## src/rtl/fixed_pkg.sv

```systemverilog
// Shared Q3.12 fixed-point helpers and the backprop FSM state encoding.
package fixed_pkg;

    localparam int unsigned FRAC = 12;
    localparam logic signed [15:0] ONE = 16'sd4096;

    typedef logic signed [15:0] q3_12_t;

    typedef enum logic [2:0] {
        S_IDLE,
        S_ACCUM,
        S_DRAIN,
        S_DERIV,
        S_EMIT,
        S_DONE
    } state_t;

    // Clamp a wide signed value into the 16-bit Q3.12 range.
    function automatic q3_12_t sat16(input logic signed [39:0] x);
        if (x > 40'sd32767) begin
            return 16'sd32767;
        end else if (x < -40'sd32768) begin
            return -16'sd32768;
        end else begin
            return q3_12_t'(x);
        end
    endfunction

endpackage

```

## src/rtl/fx_mul_sat.sv

```systemverilog
// Q3.12 x Q3.12 signed multiply, floor-shift back to Q3.12, saturate to 16 bits.
module fx_mul_sat
    import fixed_pkg::*;
(
    input  logic signed [15:0] i_a,
    input  logic signed [15:0] i_b,
    output logic signed [15:0] o_y
);

    logic signed [31:0] w_prod;
    logic signed [31:0] w_shift;

    assign w_prod  = i_a * i_b;
    assign w_shift = w_prod >>> FRAC;
    assign o_y     = sat16(40'(w_shift));

endmodule

```

## src/rtl/layer_backprop.sv

```systemverilog
// Backward pass of one fully connected sigmoid layer: streams
// delta_in[j] = (sum_k w[k][j]*delta_out[k]) * a[j]*(1-a[j]) for each input neuron j.
// Optional macro SIGMOID_DERIV_EN: when undefined the derivative stage and the
// activation read are removed and delta_in[j] is the saturated weighted sum.
module layer_backprop
    import fixed_pkg::*;
#(
    parameter int unsigned N_IN  = 784,
    parameter int unsigned N_OUT = 64,
    parameter int unsigned AW    = 16
) (
    input  logic                       clk,
    input  logic                       rst,
    input  logic                       run,
    input  logic signed [15:0]         delta_out [N_OUT],
    output logic [AW-1:0]              w_addr,
    input  logic signed [15:0]         w_data,
    output logic [$clog2(N_IN)-1:0]    a_addr,
    input  logic signed [15:0]         a_data,
    output logic                       out_valid,
    input  logic                       out_ready,
    output logic [$clog2(N_IN)-1:0]    out_idx,
    output logic signed [15:0]         out_data,
    output logic                       busy,
    output logic                       done
);

    localparam int unsigned JW = $clog2(N_IN);
    localparam int unsigned KW = (N_OUT > 1) ? $clog2(N_OUT) : 1;

    state_t                r_state;
    logic [JW-1:0]         r_j;
    logic [KW-1:0]         r_k;
    logic signed [39:0]    r_acc;
    logic [AW-1:0]         r_w_addr;
    logic                  r_out_valid;
    logic [JW-1:0]         r_out_idx;
    q3_12_t                r_out_data;
    logic                  r_busy;
    logic                  r_done;

    logic [KW-1:0]         w_pidx;
    logic signed [31:0]    w_prod;
    logic signed [39:0]    w_acc_next;
    logic [JW-1:0]         w_j_next;
    q3_12_t                w_s;
    q3_12_t                w_d;
    q3_12_t                w_scaled;

    // Product of the weight returned this cycle with the delta of the k issued last cycle.
    assign w_pidx     = (r_state == S_DRAIN) ? r_k : r_k - KW'(1);
    assign w_prod     = w_data * delta_out[w_pidx];
    assign w_acc_next = r_acc + 40'(w_prod);
    assign w_j_next   = r_j + JW'(1);

`ifdef SIGMOID_DERIV_EN
    logic [JW-1:0]         r_a_addr;
    q3_12_t                r_a;
    q3_12_t                w_one_minus_a;

    assign w_s           = sat16(r_acc >>> FRAC);
    assign w_one_minus_a = ONE - r_a;
    assign a_addr        = r_a_addr;

    fx_mul_sat u_deriv (
        .i_a (r_a),
        .i_b (w_one_minus_a),
        .o_y (w_d)
    );
`else
    logic w_unused_a;

    // Sum is emitted straight out of DRAIN, so it includes the final product.
    assign w_s        = sat16(w_acc_next >>> FRAC);
    assign w_d        = ONE;
    assign a_addr     = '0;
    assign w_unused_a = ^a_data;
`endif

    fx_mul_sat u_scale (
        .i_a (w_s),
        .i_b (w_d),
        .o_y (w_scaled)
    );

    assign w_addr    = r_w_addr;
    assign out_valid = r_out_valid;
    assign out_idx   = r_out_idx;
    assign out_data  = r_out_data;
    assign busy      = r_busy;
    assign done      = r_done;

    // Control FSM with registered outputs and the accumulation datapath.
    always_ff @(posedge clk) begin
        if (rst) begin
            r_state     <= S_IDLE;
            r_j         <= '0;
            r_k         <= '0;
            r_acc       <= '0;
            r_w_addr    <= '0;
            r_out_valid <= 1'b0;
            r_out_idx   <= '0;
            r_out_data  <= '0;
            r_busy      <= 1'b0;
            r_done      <= 1'b0;
`ifdef SIGMOID_DERIV_EN
            r_a_addr    <= '0;
            r_a         <= '0;
`endif
        end else begin
            r_done <= 1'b0;
            case (r_state)
                S_IDLE: begin
                    if (run) begin
                        r_j      <= '0;
                        r_k      <= '0;
                        r_acc    <= '0;
                        r_w_addr <= '0;
                        r_busy   <= 1'b1;
                        r_state  <= S_ACCUM;
`ifdef SIGMOID_DERIV_EN
                        r_a_addr <= '0;
`endif
                    end
                end
                S_ACCUM: begin
                    if (r_k != '0) begin
                        r_acc <= w_acc_next;
                    end
`ifdef SIGMOID_DERIV_EN
                    if (r_k == KW'(1)) begin
                        r_a <= a_data;
                    end
`endif
                    if (r_k == KW'(N_OUT - 1)) begin
                        r_state <= S_DRAIN;
                    end else begin
                        r_k      <= r_k + KW'(1);
                        r_w_addr <= r_w_addr + AW'(N_IN);
                    end
                end
                S_DRAIN: begin
                    r_acc <= w_acc_next;
`ifdef SIGMOID_DERIV_EN
                    if (N_OUT == 1) begin
                        r_a <= a_data;
                    end
                    r_state <= S_DERIV;
`else
                    r_out_valid <= 1'b1;
                    r_out_idx   <= r_j;
                    r_out_data  <= w_scaled;
                    r_state     <= S_EMIT;
`endif
                end
`ifdef SIGMOID_DERIV_EN
                S_DERIV: begin
                    r_out_valid <= 1'b1;
                    r_out_idx   <= r_j;
                    r_out_data  <= w_scaled;
                    r_state     <= S_EMIT;
                end
`endif
                S_EMIT: begin
                    if (out_ready) begin
                        r_out_valid <= 1'b0;
                        if (r_j == JW'(N_IN - 1)) begin
                            r_done  <= 1'b1;
                            r_state <= S_DONE;
                        end else begin
                            r_j      <= w_j_next;
                            r_k      <= '0;
                            r_acc    <= '0;
                            r_w_addr <= AW'(w_j_next);
`ifdef SIGMOID_DERIV_EN
                            r_a_addr <= w_j_next;
`endif
                            r_state  <= S_ACCUM;
                        end
                    end
                end
                S_DONE: begin
                    r_busy  <= 1'b0;
                    r_state <= S_IDLE;
                end
                default: begin
                    r_state <= S_IDLE;
                end
            endcase
        end
    end

endmodule

```

## config.mk

```make
export PLATFORM = sky130hd
export DESIGN_NAME = layer_backprop
export DESIGN_NICKNAME = d
export VERILOG_FILES = /design/src/rtl/fixed_pkg.sv /design/src/rtl/fx_mul_sat.sv /design/src/rtl/layer_backprop.sv
export SDC_FILE = /design/constraint.sdc
export NUM_CORES = 2
export LEC_CHECK = 0
export ABC_AREA = 1
export CAP_MARGIN = 15
export CORE_AREA = 2 2 432 434
export DETAILED_ROUTE_END_ITERATION = 16
export DIE_AREA = 0 0 434 436
export SLEW_MARGIN = 30
export SYNTH_ARGS = -nofsm -noshare
export SYNTH_HDL_FRONTEND = slang
export SYNTH_HIERARCHICAL = 1
export SYNTH_SLANG_ARGS = --single-unit
```

## constraint.sdc

```tcl
create_clock -name clk -period 16.4 [get_ports clk]
set_input_delay 4.1 -clock clk [delete_from_list [all_inputs] [get_ports clk]]
set_output_delay 4.1 -clock clk [all_outputs]
set_load 0.05 [all_outputs]
```

== Yosys cells after proc, flatten, opt, wreduce, memory -nomap -nowiden ==
Index checks and enable logic that the tools add are counted.
Storage, ports and cells
  bits of input ports: 1060
  register bits: 104
  bits in latches: 0
  memory bits (writable): 0
  ROM bits: 0
  logic and storage cells: 87
  memories: 0
Cells by class
  $add $sub $neg: 5
  mux-type cells: 37
  order comparisons: 5
  eq/ne operators: 12
  shift-type cells: 0
  reduce and logical (&&, ||, !) cells: 14
  bitwise gates (word level): 3
  divide/modulo/power cells: 0
  multiply operators: 1
Operators with widths (count)
  16-bit 2-to-1 mux: 10
  40-bit 2-to-1 mux: 4
  40-bit one-hot mux with 4 select lines: 1
  16-bit binary-select mux with 6-bit select: 1
  16-bit one-hot mux with 3 select lines: 1
  40-bit by 32-bit adder with 40-bit output: 1
  16-bit by 16-bit multiplier with 32-bit output: 1
  10-bit 2-to-1 mux: 3
  6-bit 2-to-1 mux: 5
  28-bit by 16-bit > comparator with 1-bit output (second input constant): 1
  28-bit by 16-bit < comparator with 1-bit output (second input constant): 1
  10-bit one-hot mux with 2 select lines: 1
  6-bit one-hot mux with 3 select lines: 1
  16-bit by 10-bit adder with 16-bit output (second input constant): 1
  16-bit > comparator (second input constant): 1
  16-bit < comparator (second input constant): 1
  3-bit 2-to-1 mux: 4
  2-bit inequality test (second input constant): 6
  3-bit one-hot mux with 4 select lines: 1
  10-bit by 1-bit adder with 10-bit output (second input constant): 1
  10-bit equality test (second input constant): 1
  5-bit AND reduction: 2
  7-bit >= comparator (second input constant): 1
  6-bit NOT with 7-bit output: 1
  other kinds (18): 26

== Depth between registers and ports, before layout ==
  depth after elaboration: 14
  gate-level depth with buffers: 84
  mapped depth without buffers: 75

== Modules after synthesis ==
Netlist, hierarchy kept.
Modules (own cells, without submodules)
  layer_backprop: cells each 4201, instances 1, area an instance 27096.0 um^2, sequential area each 2082.0 um^2
  fx_mul_sat: cells each 1465, instances 1, area an instance 10810.4 um^2, sequential area each 0.0 um^2

== Least setup slack after synthesis ==
OpenSTA, ideal clock, no wires.
  kind: input-to-reg
  start point: input port delta_out[177] (netlist name)
  end point: register r_out_data[14], in the netlist out_data[14]
  setup slack: 1.630 ns
  stages: 47
  path buffers: 2
  library setup time: 0.070 ns
  arrival time: 14.700 ns
  data required time: 16.330 ns
  cell sequence: nand2_1 a32o_1 o211ai_1 nand3_1 nand3_1 nand3_1 fa_1 inv_1 fa_1 inv_1 fa_1 fa_1 inv_1 fa_1 inv_1 fa_1 inv_1 ha_1 (+11 left out) buf_4 nand2_1 nand2_1 clkbuf_1 nand2_1 fa_1 fa_1 fa_1 fa_1 fa_1 fa_1 inv_1 ha_1 xor2_1 nand2_1 nand2_1 o21ai_0 a21oi_1
Between the ends
  word-level cells in the longest chain between the ends: 11
  elaborated cells on any way between the ends: 13
  classes of those cells: add/sub (1); mul (1); order compare (4); mux (7)
Ends and longest elaborated chain
  start: declaration: RTL line layer_backprop.sv:15  | input logic signed [15:0] delta_out [N_OUT],
  16-bit binary-select mux with 6-bit select (*): RTL line layer_backprop.sv:52  | assign w_prod = w_data * delta_out[w_pidx];
  16-bit 2-to-1 mux (not written as such) (*) (2 in a row): RTL line layer_backprop.sv:52
  16-bit by 16-bit multiplier with 32-bit output (*): RTL line layer_backprop.sv:52
  40-bit by 32-bit adder with 40-bit output (*): RTL line layer_backprop.sv:53  | assign w_acc_next = r_acc + 40'(w_prod);
  28-bit by 16-bit < comparator with 1-bit output: RTL line fixed_pkg.sv:22  | end else if (x < -40'sd32768) begin
  16-bit 2-to-1 mux: RTL line fixed_pkg.sv:22
  16-bit 2-to-1 mux (*): RTL line fixed_pkg.sv:20  | if (x > 40'sd32767) begin
  net w_s[14]: RTL line layer_backprop.sv:46  | q3_12_t w_s;
  16-bit < comparator: RTL line fixed_pkg.sv:22
  16-bit 2-to-1 mux: RTL line fixed_pkg.sv:22
  16-bit 2-to-1 mux (*): RTL line fixed_pkg.sv:20
  net w_scaled[14]: RTL line layer_backprop.sv:48  | q3_12_t w_scaled;
  end signal: assignment: RTL line layer_backprop.sv:152  | r_out_data <= w_scaled;
  end: declaration: RTL line layer_backprop.sv:38  | q3_12_t r_out_data;
The timed path passes the listed nets; every way through them passes the cells marked *. The select of a mux whose other input is x is not followed.
A chain may end at the register's enable or synchronous reset.

== Worst setup path in the final report ==
  start point: input port delta_out[99] (netlist name)
  end point: register r_out_data[14], in the netlist out_data[14]
The elaborated chain is that of the path after synthesis.

==> metrics.csv <==
metric,value,unit
largest net degree at the start of global routing,102,
total global routing overflow,0,
Final Skew,0.01451,ns
register bit total from synthesis,104,
max cap viols,0,
Mapped Cells,5666,
vias in the first global route,41180,
I/O pin count,1115,
worst-margin pin slew,0.9717,ns
post-synth top area share,31.26,%
CTS resizes,0,
cell repeated most along the worst path,fa_1,
Post-CTS Hold Buffers,0,
worst-path maximum fanout,5,
RSZ-0062 raised after global routing,false,
CP Launch Type,primary input,
"Slowest-stage cell, CP",fa_1,
final-report setup violation count,0,
period utilisation layout,96.76,%
vias,41860,
Netlist cell types,53,
min cycle time layout,15.87,ns
crit path DAT,16.19,ns
drt first pass iters,7,
iteration-0 DRC count of the detailed router,3364,
Async SR Flop Fraction,0,%
most used flip-flop cell after synthesis,dfxtp_1,
PortBufs,1088,
worst hold slack,0.4484,ns
top cells by instance count after synthesis,"nand2_1, inv_1, fa_1, nand3_1, nor2_1",
RD Place Congestion,0.9958,
Post CTS Setup Buffer Count,0,
Antenna Violating Nets Remaining,0,
WP data required,16.72,ns
"worst slack, placed",0.1989,ns
DR WL/cell,21.65,um
Die Ht,436,um
placed standard-cell area,53170,sq um
Setup CP Type,in -> reg,
"area leader, netlist",fa_1,
GR Util All Layers,20.52,%
initial antenna violation count,53,
DP HPWL,173900,um
Area contributors post-synth,"fa_1, nand2_1, inv_1, nand3_1, ha_1",
DR DRC count,0,
"CTS clk-pin slew, worst paths",0.09,ns
Core Footprint,184600,sq um
Die W,434,um
final setup margin,0.5307,ns
worst relative slew slack,35.22,%
row cnt,158,
yosys warns,6,
CP endpoint kind,flip-flop,
share of cells above drive strength 1,6.213,%
Syn Area/Cell,6.690,sq um
total CTS buffers,9,
Hold Path Class,reg -> reg,
routed wire length,200900,um
clock buffer depth,2,
Fin. Hold Viols,0,
# clock sinks,104,
outcome,finished clean,
most common cell in the netlist,nand2_1,
setup tns final,0,ns
sequential fraction of the synthesis area,5.492,%
"Area growth, synth to finish",41.21,%
Post-Syn Area,37910,sq um
CTS tree,done,
first-pass GRT wire length,283600,um
Initial Util,20.53,%
CTS HTree Levels,3,
cell area after layout,53530,sq um
CTS root buf,clkbuf_16,
"Slew Viols, Final",0,
"Clk Latency, worst-skew pair",0.39,ns
Total Die Area,189200,sq um
DR vias/cell,4.513,
final layout net count,8620,
CP peak stage delay,0.65,ns
number of enable flip-flop cells after synthesis,0,
Max Freq,0.06301,GHz
[area by class of cell]
cell class | instances | area [sq um]
timing repair buffer | 1404 | 13630
sequential | 104 | 2082
fill | 20190 | 131100
tap | 2480 | 3103
antenna | 21 | 52.55
clock buffer | 9 | 225.2
inverter | 1067 | 4013
multi-input combinational | 4185 | 30340
clock inverter | 7 | 81.33
[worst paths after layout]
path                             startpoint  slack [ns]  cells past startpoint                   endpoint
hold / removal    out_data[10]$_SDFFE_PP0P_        0.45                      2  out_data[10]$_SDFFE_PP0P_
setup reg to reg    r_state[0]$_SDFFE_PP0P_        2.17                     55  out_data[14]$_SDFFE_PP0P_
setup / recovery              delta_out[99]        0.53                     50  out_data[14]$_SDFFE_PP0P_
hold reg to reg   out_data[10]$_SDFFE_PP0P_        0.45                      2  out_data[10]$_SDFFE_PP0P_
[routing by layer]
metal / up-vias / routed length, um / global-route usage, %
met5: - / 210 / 0
met4: 38 / 8524 / 8.462
met3: 238 / 14460 / 3.426
met2: 1530 / 97020 / 34.77
met1: 20300 / 80670 / 25.65
li1: 19760 / - / -
[registers in the layout, indices dropped and copies added, names as in the netlist]
| signal | count |
|---|---|
| w_addr | 16 |
| out_valid | 1 |
| busy | 1 |
| r_acc | 40 |
| done | 1 |
| out_idx | 10 |
| r_j | 10 |
| out_data | 16 |
| r_state | 3 |
| r_k | 6 |
[stage by stage]
step / util, % / std cells
after detailed placement: 28.79 / 9240
after global routing: 28.99 / 9273
after global placement: 28.79 / 9240
after floorplan: - / 5695
final: 28.99 / 9277
after CTS: 28.96 / 9256
[logic make-up after synthesis]
kind of cell             share of synthesized area (%)
adder cells (fa/ha/maj)                          37.77
buffers and inverters                            14.96
AO/OA/AOI/OAI                                    11.07
XOR/XNOR                                         1.340
flip-flops                                       5.492
AND/OR/NAND/NOR                                  29.35
other                                          0.01981
[layout by cell type (no fill, tap or decap), types with 5 or more instances in the layout]
master | netlist | routed
nand2_1 | 1677 | 1676
clkdlybuf4s50_1 | 0 | 1087
inv_1 | 1042 | 1041
fa_1 | 592 | 591
nand3_1 | 580 | 580
nor2_1 | 302 | 301
buf_4 | 31 | 286
a21oi_1 | 283 | 283
ha_1 | 197 | 197
o211ai_1 | 123 | 123
a32o_1 | 120 | 120
dfxtp_1 | 104 | 104
o21ai_0 | 72 | 72
xor2_1 | 39 | 37
conb_1 | 2 | 31
buf_12 | 0 | 30
nor3_1 | 25 | 25
diode_2 | 0 | 21
nand2_2 | 22 | 21
xnor2_1 | 19 | 19
inv_2 | 15 | 14
or2_2 | 12 | 12
nand4_1 | 11 | 11
clkinv_1 | 10 | 10
o21bai_1 | 10 | 10
a31oi_1 | 10 | 10
nand3_2 | 9 | 9
clkbuf_16 | 0 | 9
nand2_4 | 5 | 6
a21o_1 | 6 | 6
nor2_2 | 5 | 5
nor4_1 | 5 | 5
[critical path, delay by kind of cell]
| kind | cells | cell delay [ns] |
|---|---|---|
| AOI/OAI and AO/OA | 7 | 1.31 |
| xor gates and xnor gates | 2 | 0.52 |
| adders and majority gates | 14 | 6.65 |
| buffers and inverters | 10 | 1.39 |
| and+or+nand+nor | 17 | 2.20 |
Power is not shown: default switching activity piles up to over one toggle a cycle in this logic, so the estimate is an artifact.
